===== src/rtl/id_ex_stage.sv =====
`default_nettype none
// ============================================================================
//  Module   : id_ex_stage
//  Purpose  : ID/EX pipeline register feeding the EX-stage ALU, with
//             valid/ready handshake, flush, and EX/MEM + MEM/WB forwarding.
//             Forwarding and stall-time operand refresh exist only when
//             ID_EX_FWD_EN is defined.
//  Revision : 1.0 - initial release
// ============================================================================
module id_ex_stage #(
    parameter int DATA_W  = 32,
    parameter int SEL_W   = 4,
    parameter int RADDR_W = 5,
    parameter int IMM_W   = 16
) (
    input  logic               clk,
    input  logic               rst,
    input  logic               in_valid,
    output logic               in_ready,
    input  logic [RADDR_W-1:0] rs_addr,
    input  logic [RADDR_W-1:0] rt_addr,
    input  logic [DATA_W-1:0]  rs_data,
    input  logic [DATA_W-1:0]  rt_data,
    input  logic [IMM_W-1:0]   imm,
    input  logic               use_imm,
    input  logic [SEL_W-1:0]   sel_in,
    input  logic [RADDR_W-1:0] rd_in,
    input  logic               wr_en_in,
    input  logic               flush,
    input  logic               exmem_wr,
    input  logic [RADDR_W-1:0] exmem_rd,
    input  logic [DATA_W-1:0]  exmem_res,
    input  logic               memwb_wr,
    input  logic [RADDR_W-1:0] memwb_rd,
    input  logic [DATA_W-1:0]  memwb_data,
    output logic [DATA_W-1:0]  A,
    output logic [DATA_W-1:0]  B,
    output logic [SEL_W-1:0]   Sel,
    output logic               out_valid,
    input  logic               out_ready,
    output logic [RADDR_W-1:0] rd_out,
    output logic               wr_en_out
);

    logic               r_out_valid;
    logic [DATA_W-1:0]  r_a;
    logic [DATA_W-1:0]  r_b;
    logic [SEL_W-1:0]   r_sel;
    logic [RADDR_W-1:0] r_rd;
    logic               r_wr_en;
    logic [RADDR_W-1:0] r_rs_addr;
    logic [RADDR_W-1:0] r_rt_addr;
    logic               r_use_imm;

    logic               w_capture;
    logic [DATA_W-1:0]  w_imm_ext;
    logic [DATA_W-1:0]  w_cap_a;
    logic [DATA_W-1:0]  w_cap_b;
    logic               w_rs_ex, w_rs_wb, w_rt_ex, w_rt_wb;
    logic               w_hrs_ex, w_hrs_wb, w_hrt_ex, w_hrt_wb;

`ifdef ID_EX_FWD_EN
    function automatic logic hit(input logic               wr,
                                 input logic [RADDR_W-1:0] dst,
                                 input logic [RADDR_W-1:0] addr);
        return wr && (dst == addr) && (addr != '0);
    endfunction

    assign w_rs_ex  = hit(exmem_wr, exmem_rd, rs_addr);
    assign w_rs_wb  = hit(memwb_wr, memwb_rd, rs_addr);
    assign w_rt_ex  = hit(exmem_wr, exmem_rd, rt_addr);
    assign w_rt_wb  = hit(memwb_wr, memwb_rd, rt_addr);
    assign w_hrs_ex = hit(exmem_wr, exmem_rd, r_rs_addr);
    assign w_hrs_wb = hit(memwb_wr, memwb_rd, r_rs_addr);
    assign w_hrt_ex = hit(exmem_wr, exmem_rd, r_rt_addr);
    assign w_hrt_wb = hit(memwb_wr, memwb_rd, r_rt_addr);
`else
    // Without forwarding the hazard unit inserts bubbles; bypass inputs are dead.
    logic w_unused_fwd;
    assign w_unused_fwd = ^{exmem_wr, exmem_rd, memwb_wr, memwb_rd,
                            r_rs_addr, r_rt_addr, r_use_imm};
    assign w_rs_ex  = 1'b0;
    assign w_rs_wb  = 1'b0;
    assign w_rt_ex  = 1'b0;
    assign w_rt_wb  = 1'b0;
    assign w_hrs_ex = 1'b0;
    assign w_hrs_wb = 1'b0;
    assign w_hrt_ex = 1'b0;
    assign w_hrt_wb = 1'b0;
`endif

    assign in_ready  = !r_out_valid || out_ready;
    assign w_capture = in_valid && in_ready;
    assign w_imm_ext = {{(DATA_W-IMM_W){imm[IMM_W-1]}}, imm};

    // EX/MEM outranks MEM/WB because it holds the younger result.
    always_comb begin
        w_cap_a = rs_data;
        w_cap_b = rt_data;
        if (rs_addr == '0)  w_cap_a = '0;
        else if (w_rs_ex)   w_cap_a = exmem_res;
        else if (w_rs_wb)   w_cap_a = memwb_data;
        if (use_imm)        w_cap_b = w_imm_ext;
        else if (rt_addr == '0) w_cap_b = '0;
        else if (w_rt_ex)   w_cap_b = exmem_res;
        else if (w_rt_wb)   w_cap_b = memwb_data;
    end

    always_ff @(posedge clk or posedge rst) begin
        if (rst) begin
            r_out_valid <= 1'b0;
            r_a         <= '0;
            r_b         <= '0;
            r_sel       <= '0;
            r_rd        <= '0;
            r_wr_en     <= 1'b0;
            r_rs_addr   <= '0;
            r_rt_addr   <= '0;
            r_use_imm   <= 1'b0;
        end else if (flush) begin
            r_out_valid <= 1'b0;
            r_sel       <= '0;
            r_wr_en     <= 1'b0;
        end else if (w_capture) begin
            r_out_valid <= 1'b1;
            r_a         <= w_cap_a;
            r_b         <= w_cap_b;
            r_sel       <= sel_in;
            r_rd        <= rd_in;
            r_wr_en     <= wr_en_in;
            r_rs_addr   <= rs_addr;
            r_rt_addr   <= rt_addr;
            r_use_imm   <= use_imm;
        end else if (r_out_valid && !out_ready) begin
            // Stalled: keep held operands current with in-flight writebacks.
            if (w_hrs_ex)      r_a <= exmem_res;
            else if (w_hrs_wb) r_a <= memwb_data;
            if (!r_use_imm) begin
                if (w_hrt_ex)      r_b <= exmem_res;
                else if (w_hrt_wb) r_b <= memwb_data;
            end
        end else if (out_ready) begin
            r_out_valid <= 1'b0;
            r_sel       <= '0;
            r_wr_en     <= 1'b0;
        end
    end

    assign out_valid = r_out_valid;
    assign A         = r_a;
    assign B         = r_b;
    assign Sel       = r_sel;
    assign rd_out    = r_rd;
    assign wr_en_out = r_wr_en;

endmodule
`default_nettype wire

===== config.mk =====
export PLATFORM = sky130hd
export DESIGN_NAME = id_ex_stage
export DESIGN_NICKNAME = d
export VERILOG_FILES = /design/src/rtl/id_ex_stage.sv
export SDC_FILE = /design/constraint.sdc
export NUM_CORES = 1
export LEC_CHECK = 0
export CAP_MARGIN = 20
export CORE_ASPECT_RATIO = 1.1
export CORE_UTILIZATION = 32
export CTS_BUF_LIST = sky130_fd_sc_hd__clkbuf_4
export CTS_CLUSTER_DIAMETER = 50
export DETAILED_ROUTE_END_ITERATION = 12
export GPL_TIMING_DRIVEN = 0
export PLACE_DENSITY = 0.82
export SETUP_SLACK_MARGIN = 0.1
export SLEW_MARGIN = 20
export SYNTH_ARGS = -nofsm -noshare
export SYNTH_HDL_FRONTEND = slang
export SYNTH_SLANG_ARGS = --single-unit

===== constraint.sdc =====
create_clock -name clk -period 2.1 [get_ports clk]
set_input_delay 0.315 -clock clk [delete_from_list [all_inputs] [get_ports clk]]
set_output_delay 0.315 -clock clk [all_outputs]
set_load 0.1 [all_outputs]

== Word level (Yosys, flattened, before mapping) ==
Cells that the tools add are included.
Storage, ports and cells
  flip-flop bits (word level): 75
  input port bits: 182
  output and inout port bits: 76
Operators by class
  eq/ne operators: 1
  multiplexer cells: 13
  bitwise operators: 1
  reductions and logical operators: 10
Operator list (count)
  32-bit 2-to-1 mux: 3
  4-bit 2-to-1 mux: 4
  5-bit logical NOT: 2
  1-bit 2-to-1 mux: 6
  2-bit AND reduction: 2
  3-bit inequality test (second input constant): 1
  3-bit nonzero test: 1
  1-bit logical AND: 2
  1-bit logical NOT: 2
  1-bit logical OR: 1
  1-bit inverter: 1

== Longest topological paths before layout ==
Gate-level depths: netlist of the first run.
  depth in word-level cells: 5
  mapped depth: 7
  gate-level depth less buffers: 3

== Least setup slack after synthesis of the first run ==
Ideal clock, no wire load.
  kind: register -> register
  from: reg r_out_valid (netlist: out_valid)
  to: reg r_a[0] (netlist: A[0])
  data arrival time: 2.393 ns
  data required time: 2.019 ns
  setup slack: -0.373 ns
  cell stages (with the launch flop): 6
  period minus slack after synthesis: 2.473 ns
  cells stage by stage: dfrtp_1 nand2b_4 buf_6 clkbuf_1 nand3_1 o2bb2ai_1
On the way
  longest elaborated chain between the ends: 4
RTL lines
  from (decl): RTL line 45  | logic r_out_valid;
  from (signal assigned): RTL line 111  | r_out_valid <= 1'b0;
  from (signal assigned): RTL line 121  | r_out_valid <= 1'b0;
  from (signal assigned): RTL line 125  | r_out_valid <= 1'b1;
  1-bit logical NOT: RTL line 92  | assign in_ready = !r_out_valid || out_ready;
  1-bit logical OR: RTL line 92
  via in_ready: RTL line 19  | output logic in_ready,
  1-bit logical AND: RTL line 93  | assign w_capture = in_valid && in_ready;
  2-bit AND reduction (no line)
  to (signal assigned): RTL line 126  | r_a <= w_cap_a;
  to (signal assigned): RTL line 136  | if (w_hrs_ex) r_a <= exmem_res;
  to (signal assigned): RTL line 137  | else if (w_hrs_wb) r_a <= memwb_data;
  to (decl): RTL line 46  | logic [DATA_W-1:0] r_a;
The timed path passes the listed nets, and every way through them passes these cells.
A chain may end at the register's enable or synchronous reset.

== Final worst setup path of the first run ==
  from: reg r_b[19] (netlist: B[19])
  to: out B[19]
RTL lines
  from (decl): RTL line 47  | logic [DATA_W-1:0] r_b;
  from (signal assigned): RTL line 127  | r_b <= w_cap_b;
  from (signal assigned): RTL line 139  | if (w_hrt_ex) r_b <= exmem_res;
  from (signal assigned): RTL line 140  | else if (w_hrt_wb) r_b <= memwb_data;
  to (decl): RTL line 37  | output logic [DATA_W-1:0] B,
No word-level cell between the ends.

==> results_dict.tcl, run 1 <==
set metrics [dict create \
    status "complete, no violations" \
    grt_pass1_wl_um 16600 \
    finalHoldViolCount 0 \
    path_clk_slew_ns 0.12 \
    synth_ff_type "dfrtp_1" \
    setup_tns_ns 0 \
    crit_type "register to primary output" \
    synthDistinctLibCells 26 \
    syn_area_per_cell_um2 10.8 \
    syn_area_um2 3490 \
    grt.total_usage_pct 19.1 \
    hp-class "primary input to asynchronous set/reset pin" \
    via_per_inst 4.91 \
    synth.area.top_cells "dfrtp_1 (54%), o2bb2ai_1 (8.0%), nor2b_1 (5.7%), nand3_1 (4.6%), a2bb2oi_1 (4.3%)" \
    synth_cells 324 \
    grt.overflow.total 0 \
    io_buffers 181 \
    leakage_nw 2.27 \
    relSlewSlack_pct 35.9 \
    drtAntennaViolNets 0 \
    grt_setup_unrepaired "false" \
    cp.arrival_ns 1.63 \
    post-place-ws_ns -0.670 \
    finClkSkew_ns 0.0127 \
    cts_buffer_depth 2 \
    tightestPinTransition_ns 0.965 \
    required_ns 1.78 \
    fin_ws_ns 0.156 \
    placeableCoreArea_um2 10500 \
    place_hpwl_um 8150 \
    slew_violations 0 \
    grt_pass1_vias 3251 \
    cp_top_family "buffers and inverters" \
    ioPinCount 258 \
    synth_most_common_cell "dfrtp_1" \
    n_antenna_cell 0 \
    vias 3269 \
    power.density_nw_per_um2 958 \
    cp.buffers_inverters 1 \
    cts_setup_buffers 0 \
    die_height_um 112 \
    ys_top_cells_by_count "dfrtp_1 (75), nand3_1 (32), nor2b_1 (32), o2bb2ai_1 (32), o21ai_1 (29)" \
    syn_nets 506 \
    area_growth_pct 55.6 \
    start_util_pct 33.2 \
    critPathMaxFanout 2 \
    fp.dieArea_um2 11300 \
    crit_path_top_delay_cell "clkdlybuf4s15_1" \
    numCtsBuffers 9 \
    drt_iter0_drc 98 \
    drive_gt1_share_pct 20.8 \
    max_stage_delay_ns 0.83 \
    post-route-period-util_pct 92.6 \
    clockRootBuffer "clkbuf_4" \
    antenna_found_initial 0 \
    yosys_register_bits 75 \
    fin_crit_ns 1.94 \
    cp-start-kind "register" \
    synth_top_area_share_pct 53.8 \
    path_cells "clkdlybuf4s15_1" \
    cts_sinks 75 \
    drc 0 \
    ys_seq_area_share_pct 53.8 \
    yosys_warnings 0 \
    htreeDepth 3 \
    firstDrtPassIters 4 \
    insertion_delay_ns 0.42 \
    nets 700 \
    avgRoutedWirePerCell_um 15.8 \
    yosysTopAreaCell "dfrtp_1" \
    ir_worst_vdd_uv 526 \
    drv_cap 0 \
    rows 39 \
    grt_max_degree 34 \
    fmaxAchievable_ghz 0.514 \
    synthArstFlopShare_pct 100 \
    synth-edff-count 0 \
    crit_path_end_kind "primary output" \
    wl_um 10500 \
    tritoncts "yes" \
    finish.utilization_pct 51.7 \
    fp.dieW_um 102 \
    setup_viol 0 \
    globalplace.congestion 0.756 \
]
final cells by class:
cell class / count / area (um2)
Buffer: 35 / 224
Tap cell: 143 / 179
Fill cell: 961 / 5060
Sequential cell: 75 / 1880
Clock inverter: 6 / 56.3
Multi-Input combinational cell: 211 / 1380
Clock buffer: 10 / 75.1
Timing Repair Buffer: 183 / 1630
Inverter: 3 / 15.0
cells in the final DEF, fill, tap and decap left out, types with 2 or more instances in the layout:
cell	netlist	final
a21oi_1	16	16
a22o_1	5	5
a2bb2oi_1	17	17
a31oi_1	15	15
buf_1	4	4
buf_12	0	2
buf_2	13	13
buf_6	10	11
clkbuf_1	8	7
clkbuf_2	0	48
clkbuf_4	0	10
clkdlybuf4s15_1	0	20
clkdlybuf4s15_2	0	7
clkdlybuf4s50_1	0	105
clkinv_2	0	3
clkinvlp_4	0	2
dfrtp_1	75	75
inv_1	3	2
mux2_2	3	3
mux2_4	2	2
nand2_1	17	17
nand3_1	32	32
nor2b_1	32	32
o21ai_0	2	2
o21ai_1	29	29
o2bb2ai_1	32	32
or4_4	2	2
state kept, by name, indices dropped and copies added (netlist names):
register,cells
wr_en_out,1
rd_out,5
B,32
out_valid,1
Sel,4
A,32
metrics by stage:
step / power, mW / hold WS [ns] / cells / area [um2]
2_1_floorplan: 3.77 / 0.378 / 324 / 3490
3_3_place_gp: 4.52 / 0.472 / 648 / 5480
3_5_place_dp: 4.55 / 0.473 / 650 / 5520
4_1_cts: 5.29 / 0.181 / 666 / 5610
5_1_grt: 5.41 / 0.186 / 666 / 5430
6_report: 5.20 / 0.212 / 666 / 5430
cell families after synthesis:
family	count (synthesis)	synth area share, %
and+or+nand+nor	88	14.2
muxes	5	1.83
DFF	75	53.8
AOI/OAI and AO/OA	118	23.5
buffers and inverters	38	6.71
metal layers:
| metal | GRT usage, % | wire length (um) | up-vias |
|---|---|---|---|
| met1 | 23.5 | 4450 | 1554 |
| met2 | 30.6 | 4990 | 136 |
| met3 | 7.34 | 970 | 11 |
| li1 | - | - | 1568 |
| met4 | 6.09 | 123 | 0 |
| met5 | 0 | 0 | - |
power breakdown:
group	total, mW	internal [mW]	switching [mW]
registers	1.78	1.66	0.126
clock network	0.857	0.367	0.491
logic	2.56	0.573	1.99
total	5.20	2.60	2.60
timing repair:
action | in CTS | in global routing
hold buffers | 0 | 0
endpoints found under the setup margin | 76 | 67
resized for setup | 123 | 87
gates cloned | 0 | 0
path summary, 6_finish.rpt:
kind / cells after the start / start / slack [ns] / end
max: 1 / B[19]$_DFFE_PP0P_ / 0.16 / B[19]
min: 2 / rst / 0.21 / rd_out[0]$_DFFE_PP0P_
max reg2reg: 6 / out_valid$_DFFE_PP0P_ / 0.62 / A[9]$_DFFE_PP0P_
min reg2reg: 1 / A[30]$_DFFE_PP0P_ / 0.50 / A[30]$_DFFE_PP0P_
max in group asynchronous: 3 / rst / 1.38 / B[9]$_DFFE_PP0P_
min in group clk: 3 / rs_data[16] / 0.43 / A[16]$_DFFE_PP0P_
Power figures use the tool's default switching activity.
==> run 2: changes to the inputs <==
--- a/config.mk
+++ b/config.mk
@@ -10,9 +10,10 @@
 export CORE_UTILIZATION = 32
 export CTS_BUF_LIST = sky130_fd_sc_hd__clkbuf_4
 export CTS_CLUSTER_DIAMETER = 50
+export CTS_CLUSTER_SIZE = 16
 export DETAILED_ROUTE_END_ITERATION = 12
 export GPL_TIMING_DRIVEN = 0
-export PLACE_DENSITY = 0.82
+export PLACE_DENSITY = 0.79
 export SETUP_SLACK_MARGIN = 0.1
 export SLEW_MARGIN = 20
 export SYNTH_ARGS = -nofsm -noshare
==> run 2 against run 1 <==
Flip-flop and latch count stayed put. Clock skew is 0.0056 ns higher. Routed wire length increased by 4.8%. Sequential power about the same. Utilization grew 1.2 points. First-iteration DRC count down 4.1%. Via count rose by 1.1%. Global-route usage grew 0.85 points. Non-clock buffer count unchanged. Cell count stayed put. Largest cell class is now non-clock buffers. Clock power up 49%.
==> results_dict.tcl, run 2 (synthesized netlist as in run 1, its figures left out) <==
set metrics [dict create \
    final.fill_count 963 \
    via_per_inst 4.96 \
    drt_iter0_drc 94 \
    place_hpwl_um 8440 \
    insertion_delay_ns 0.44 \
    p_total_mw 5.65 \
    hold_slack_ns 0.195 \
    layout_common_cells "clkdlybuf4s50_1 (105), dfrtp_1 (75), clkbuf_2 (43)" \
    setup_tns_ns 0 \
    htreeDepth 3 \
    grt_pass1_vias 3461 \
    drc 0 \
    drive_gt1_share_pct 22.9 \
    grt_pass1_wl_um 17300 \
    crit_path_top_delay_cell "clkdlybuf4s15_1" \
    critPathMaxFanout 2 \
    cp.arrival_ns 1.64 \
    slew_violations 0 \
    placeableCoreArea_um2 10500 \
    relSlewSlack_pct 36.1 \
    firstDrtPassIters 4 \
    numCtsBuffers 9 \
    leakage_nw 2.31 \
    grt_max_degree 32 \
    cts_sinks 75 \
    nets 700 \
    io_buffers 181 \
    required_ns 1.78 \
    n_antenna_cell 0 \
    status "complete, no violations" \
    crit_type "register to primary output" \
    die_height_um 112 \
    cts_buffer_depth 2 \
    path_clk_slew_ns 0.13 \
    drtAntennaViolNets 0 \
    path_cells "clkdlybuf4s15_1" \
    antenna_found_initial 0 \
    cp-start-kind "register" \
    vias 3304 \
    fmaxAchievable_ghz 0.511 \
    clockRootBuffer "clkbuf_4" \
    grt_setup_unrepaired "true" \
    cp_top_family "buffers and inverters" \
    fp.dieArea_um2 11300 \
    finish.utilization_pct 52.9 \
    power.density_nw_per_um2 1020 \
    fp.dieW_um 102 \
    final_area_um2 5550 \
    cp.buffers_inverters 1 \
    final_common_cell "clkdlybuf4s50_1" \
    tritoncts "yes" \
    wl_um 11000 \
    grt.overflow.total 0 \
    setup_viol 0 \
    rows 39 \
    fin_crit_ns 1.96 \
    start_util_pct 33.2 \
    finalHoldViolCount 0 \
    avgRoutedWirePerCell_um 16.6 \
    globalplace.congestion 0.776 \
    finClkSkew_ns 0.0183 \
    grt.total_usage_pct 20.0 \
    ir_worst_vdd_uv 655 \
    area_growth_pct 59.2 \
    post-route-period-util_pct 93.2 \
    crit_path_end_kind "primary output" \
    hp-class "primary input to asynchronous set/reset pin" \
    tightestPinTransition_ns 0.962 \
    ioPinCount 258 \
    max_stage_delay_ns 0.83 \
    placed_cell_area_um2 5520 \
    drv_cap 0 \
]
[run 2: cell count changes in the layout (fill, tap and decap cells not counted), moves of 3 or more]
cell,delta
clkinv_2,-3
clkbuf_2,-5
clkdlybuf4s15_2,+15
clkdlybuf4s15_1,-9
bufinv_16,+3
[run 2: cell type report]
type,instances,area (um2),share of cell area (%)
Sequential cell,75,1880,33.8
Timing Repair Buffer,183,1670,30.1
Clock inverter,6,136,2.46
Clock buffer,10,75.1,1.35
Tap cell,143,179,3.22
Buffer,35,224,4.03
Multi-Input combinational cell,211,1380,24.8
Inverter,3,15.0,0.270
[run 2: stage by stage]
stage | cells | setup slack, ns
final | 666 | 0.143
after global routing | 666 | 0.0887
after CTS | 666 | 0.100
after detailed placement | 650 | -0.675
after global placement | 648 | -0.652
after floorplan | 324 | 0.123
[run 2: what timing repair did]
action,CTS,global route
hold buffers,0,0
endpoints found under the setup margin,76,51
pin swaps,0,0
gates resized for setup,166,55
buffers inserted,0,0
[run 2: worst paths after layout]
kind / from / to / slack (ns) / depth (start not counted)
worst max-delay path: B[11]$_DFFE_PP0P_ / B[11] / 0.14 / 1
worst min-delay path: rst / Sel[0]$_DFFE_PP0P_ / 0.20 / 2
worst max register to register: out_valid$_DFFE_PP0P_ / A[8]$_DFFE_PP0P_ / 0.61 / 6
worst min register to register: A[25]$_DFFE_PP0P_ / A[25]$_DFFE_PP0P_ / 0.50 / 1
max in group asynchronous: rst / B[13]$_DFFE_PP0P_ / 1.17 / 4
min in group clk: rs_data[5] / A[5]$_DFFE_PP0P_ / 0.42 / 3
[run 2: where the power goes]
part | internal (mW) | switching, mW
sequential | 1.66 | 0.127
clock | 0.740 | 0.541
combinational | 0.590 | 1.99
total | 2.99 | 2.66
[run 2: layer usage]
layer  track usage [%]  part of all wire [%]
met1              24.0                    43
met2              32.8                    47
met3              6.65                   8.1
met4              7.63                   1.8
met5                 0                     0
==> run 3: changes to the inputs <==
==> constraint.sdc (replaced) <==
create_clock -name clk -period 2.1 [get_ports clk]
set_input_delay 0.63 -clock clk [delete_from_list [all_inputs] [get_ports clk]]
set_output_delay 0.63 -clock clk [all_outputs]
set_load 0.1 [all_outputs]
==> run 3 against run 2 <==
Cell count unchanged. Non-clock buffer count unchanged. Global-route usage up 0.066 points. Combinational power shrank 2%. Hold slack better by 0.30 ns. Fmax up 0.79%. Critical path depth rose by 3.
==> results_dict.tcl, run 3 (synthesized netlist as in run 1, its figures left out) <==
set metrics [dict create \
    status "complete, no violations" \
    cp-start-kind "primary input" \
    setup_viol 0 \
    fp.dieW_um 102 \
    slew_violations 0 \
    setup_tns_ns 0 \
    path_cells "dlygate4sd2_1, nand2b_4, buf_12, buf_12" \
    ir_worst_vdd_uv 665 \
    post-place-ws_ns -1.31 \
    cp.arrival_ns 1.31 \
    grt_setup_unrepaired "false" \
    crit_path_top_delay_cell "dlygate4sd2_1" \
    grt.overflow.total 0 \
    max_stage_delay_ns 0.25 \
    fin_ws_ns 0.158 \
    ctsHoldBuffers 0 \
    insertion_delay_ns 0.45 \
    drtAntennaViolNets 0 \
    start_util_pct 33.2 \
    post-route-period-util_pct 92.5 \
    globalplace.congestion 0.776 \
    reg2reg_slack_ns 0.41 \
    area_growth_pct 54.3 \
    final_area_um2 5380 \
    drc 0 \
    vias 3302 \
    wl_um 11100 \
    placed_cell_area_um2 5520 \
    crit_type "primary input to primary output" \
    placeableCoreArea_um2 10500 \
    rows 39 \
    firstDrtPassIters 4 \
    fin_crit_ns 1.94 \
    tightestPinTransition_ns 0.715 \
    numCtsBuffers 9 \
    relSlewSlack_pct 52.1 \
    crit_path_end_kind "primary output" \
    path_clk_slew_ns 0.11 \
    power.density_nw_per_um2 1040 \
    grt_max_degree 32 \
    htreeDepth 3 \
    grt_pass1_vias 3461 \
    tritoncts "yes" \
    rr_endpoint "A[8]$_DFFE_PP0P_" \
    final_common_cell "clkdlybuf4s50_1" \
    critPathMaxFanout 2 \
    hp-class "register to register" \
    clockRootBuffer "clkbuf_4" \
    via_per_inst 4.96 \
    finClkSkew_ns 0.0182 \
    cts_sinks 75 \
    fp.dieArea_um2 11300 \
    worstHoldPathCells 1 \
    avgRoutedWirePerCell_um 16.6 \
    leakage_nw 2.30 \
    place_hpwl_um 8440 \
    ioPinCount 258 \
    antenna_found_initial 0 \
    layout_common_cells "clkdlybuf4s50_1 (104), buf_2 (87), dfrtp_1 (75)" \
    r2r_start "out_valid$_DFFE_PP0P_" \
    drive_gt1_share_pct 25.0 \
    hold_start "A[25]$_DFFE_PP0P_" \
    critPathMostFrequentCell "buf_12" \
    drv_cap 0 \
    cts_buffer_depth 2 \
    required_ns 1.47 \
    io_buffers 181 \
    drt_iter0_drc 99 \
    reg2reg_depth 7 \
    nets 700 \
    grt.total_usage_pct 20.0 \
    n_antenna_cell 0 \
    grt_pass1_wl_um 17400 \
    hold_end "A[25]$_DFFE_PP0P_" \
    fmaxAchievable_ghz 0.515 \
    die_height_um 112 \
    finalHoldViolCount 0 \
]
## run 3: changes by cell type in the layout (fill, tap and decap cells not counted), moves of 2 or more
cell / delta
buf_2: +74
clkbuf_2: -43
clkdlybuf4s15_2: -22
clkdlybuf4s15_1: -11
buf_12: +2
buf_6: -2
## run 3: critical path: cells and delay by family
family / cells / cell delay (ns)
simple gates: 1 / 0.15
buf+inv: 3 / 0.52
## run 3: per-stage QoR
stage	power, mW	cells	hold WS (ns)	utilization, %
floorplan	3.77	324	0.693	-
global placement	4.52	648	0.471	52.3
detailed placement	4.56	650	0.474	52.7
CTS	5.66	666	0.498	51.7
global route	5.80	666	0.497	51.3
finish	5.60	666	0.499	51.3
## run 3: power breakdown
part           internal (mW)  total [mW]  switching, mW
Clock                  0.740        1.28          0.544
Sequential              1.66        1.78          0.119
Combinational          0.542        2.54           2.00
Total                   2.94        5.60           2.66
## run 3: worst max-delay path by stage
stage / startpoint / endpoint / slack (ns) / depth (start not counted)
floorplan: out_valid$_DFFE_PP0P_ / in_ready / -0.12 / 3
global placement: out_ready / in_ready / -1.28 / 5
detailed placement: out_ready / in_ready / -1.31 / 5
CTS: A[24]$_DFFE_PP0P_ / A[24] / 0.10 / 1
global route: in_valid / A[18]$_DFFE_PP0P_ / 0.12 / 6
finish: out_ready / in_ready / 0.16 / 4
## run 3: area by class of cell
class,instances,area (um2)
fillers,988,5110
flip-flops and latches,75,1880
repair buffers,184,1500
multi-input cells,211,1380
plain buffers,34,228
well taps,143,179
clock inverters,6,136
clock buffers,10,75.1
inverters,3,15.0
## run 3: what timing repair did
action                     CTS  global route
setup buffers                1             0
setup endpoints to repair   76             9
gates resized for setup    379             9
## run 3: routing by layer
layer | routed length, um | GRT usage [%] | vias up | share of wire, %
li1 | - | - | 1574 | -
met1 | 4680 | 24.0 | 1583 | 42
met2 | 5310 | 33.3 | 132 | 48
met3 | 916 | 6.34 | 13 | 8.3
met4 | 163 | 7.44 | 0 | 1.5
met5 | 0 | 0 | - | 0
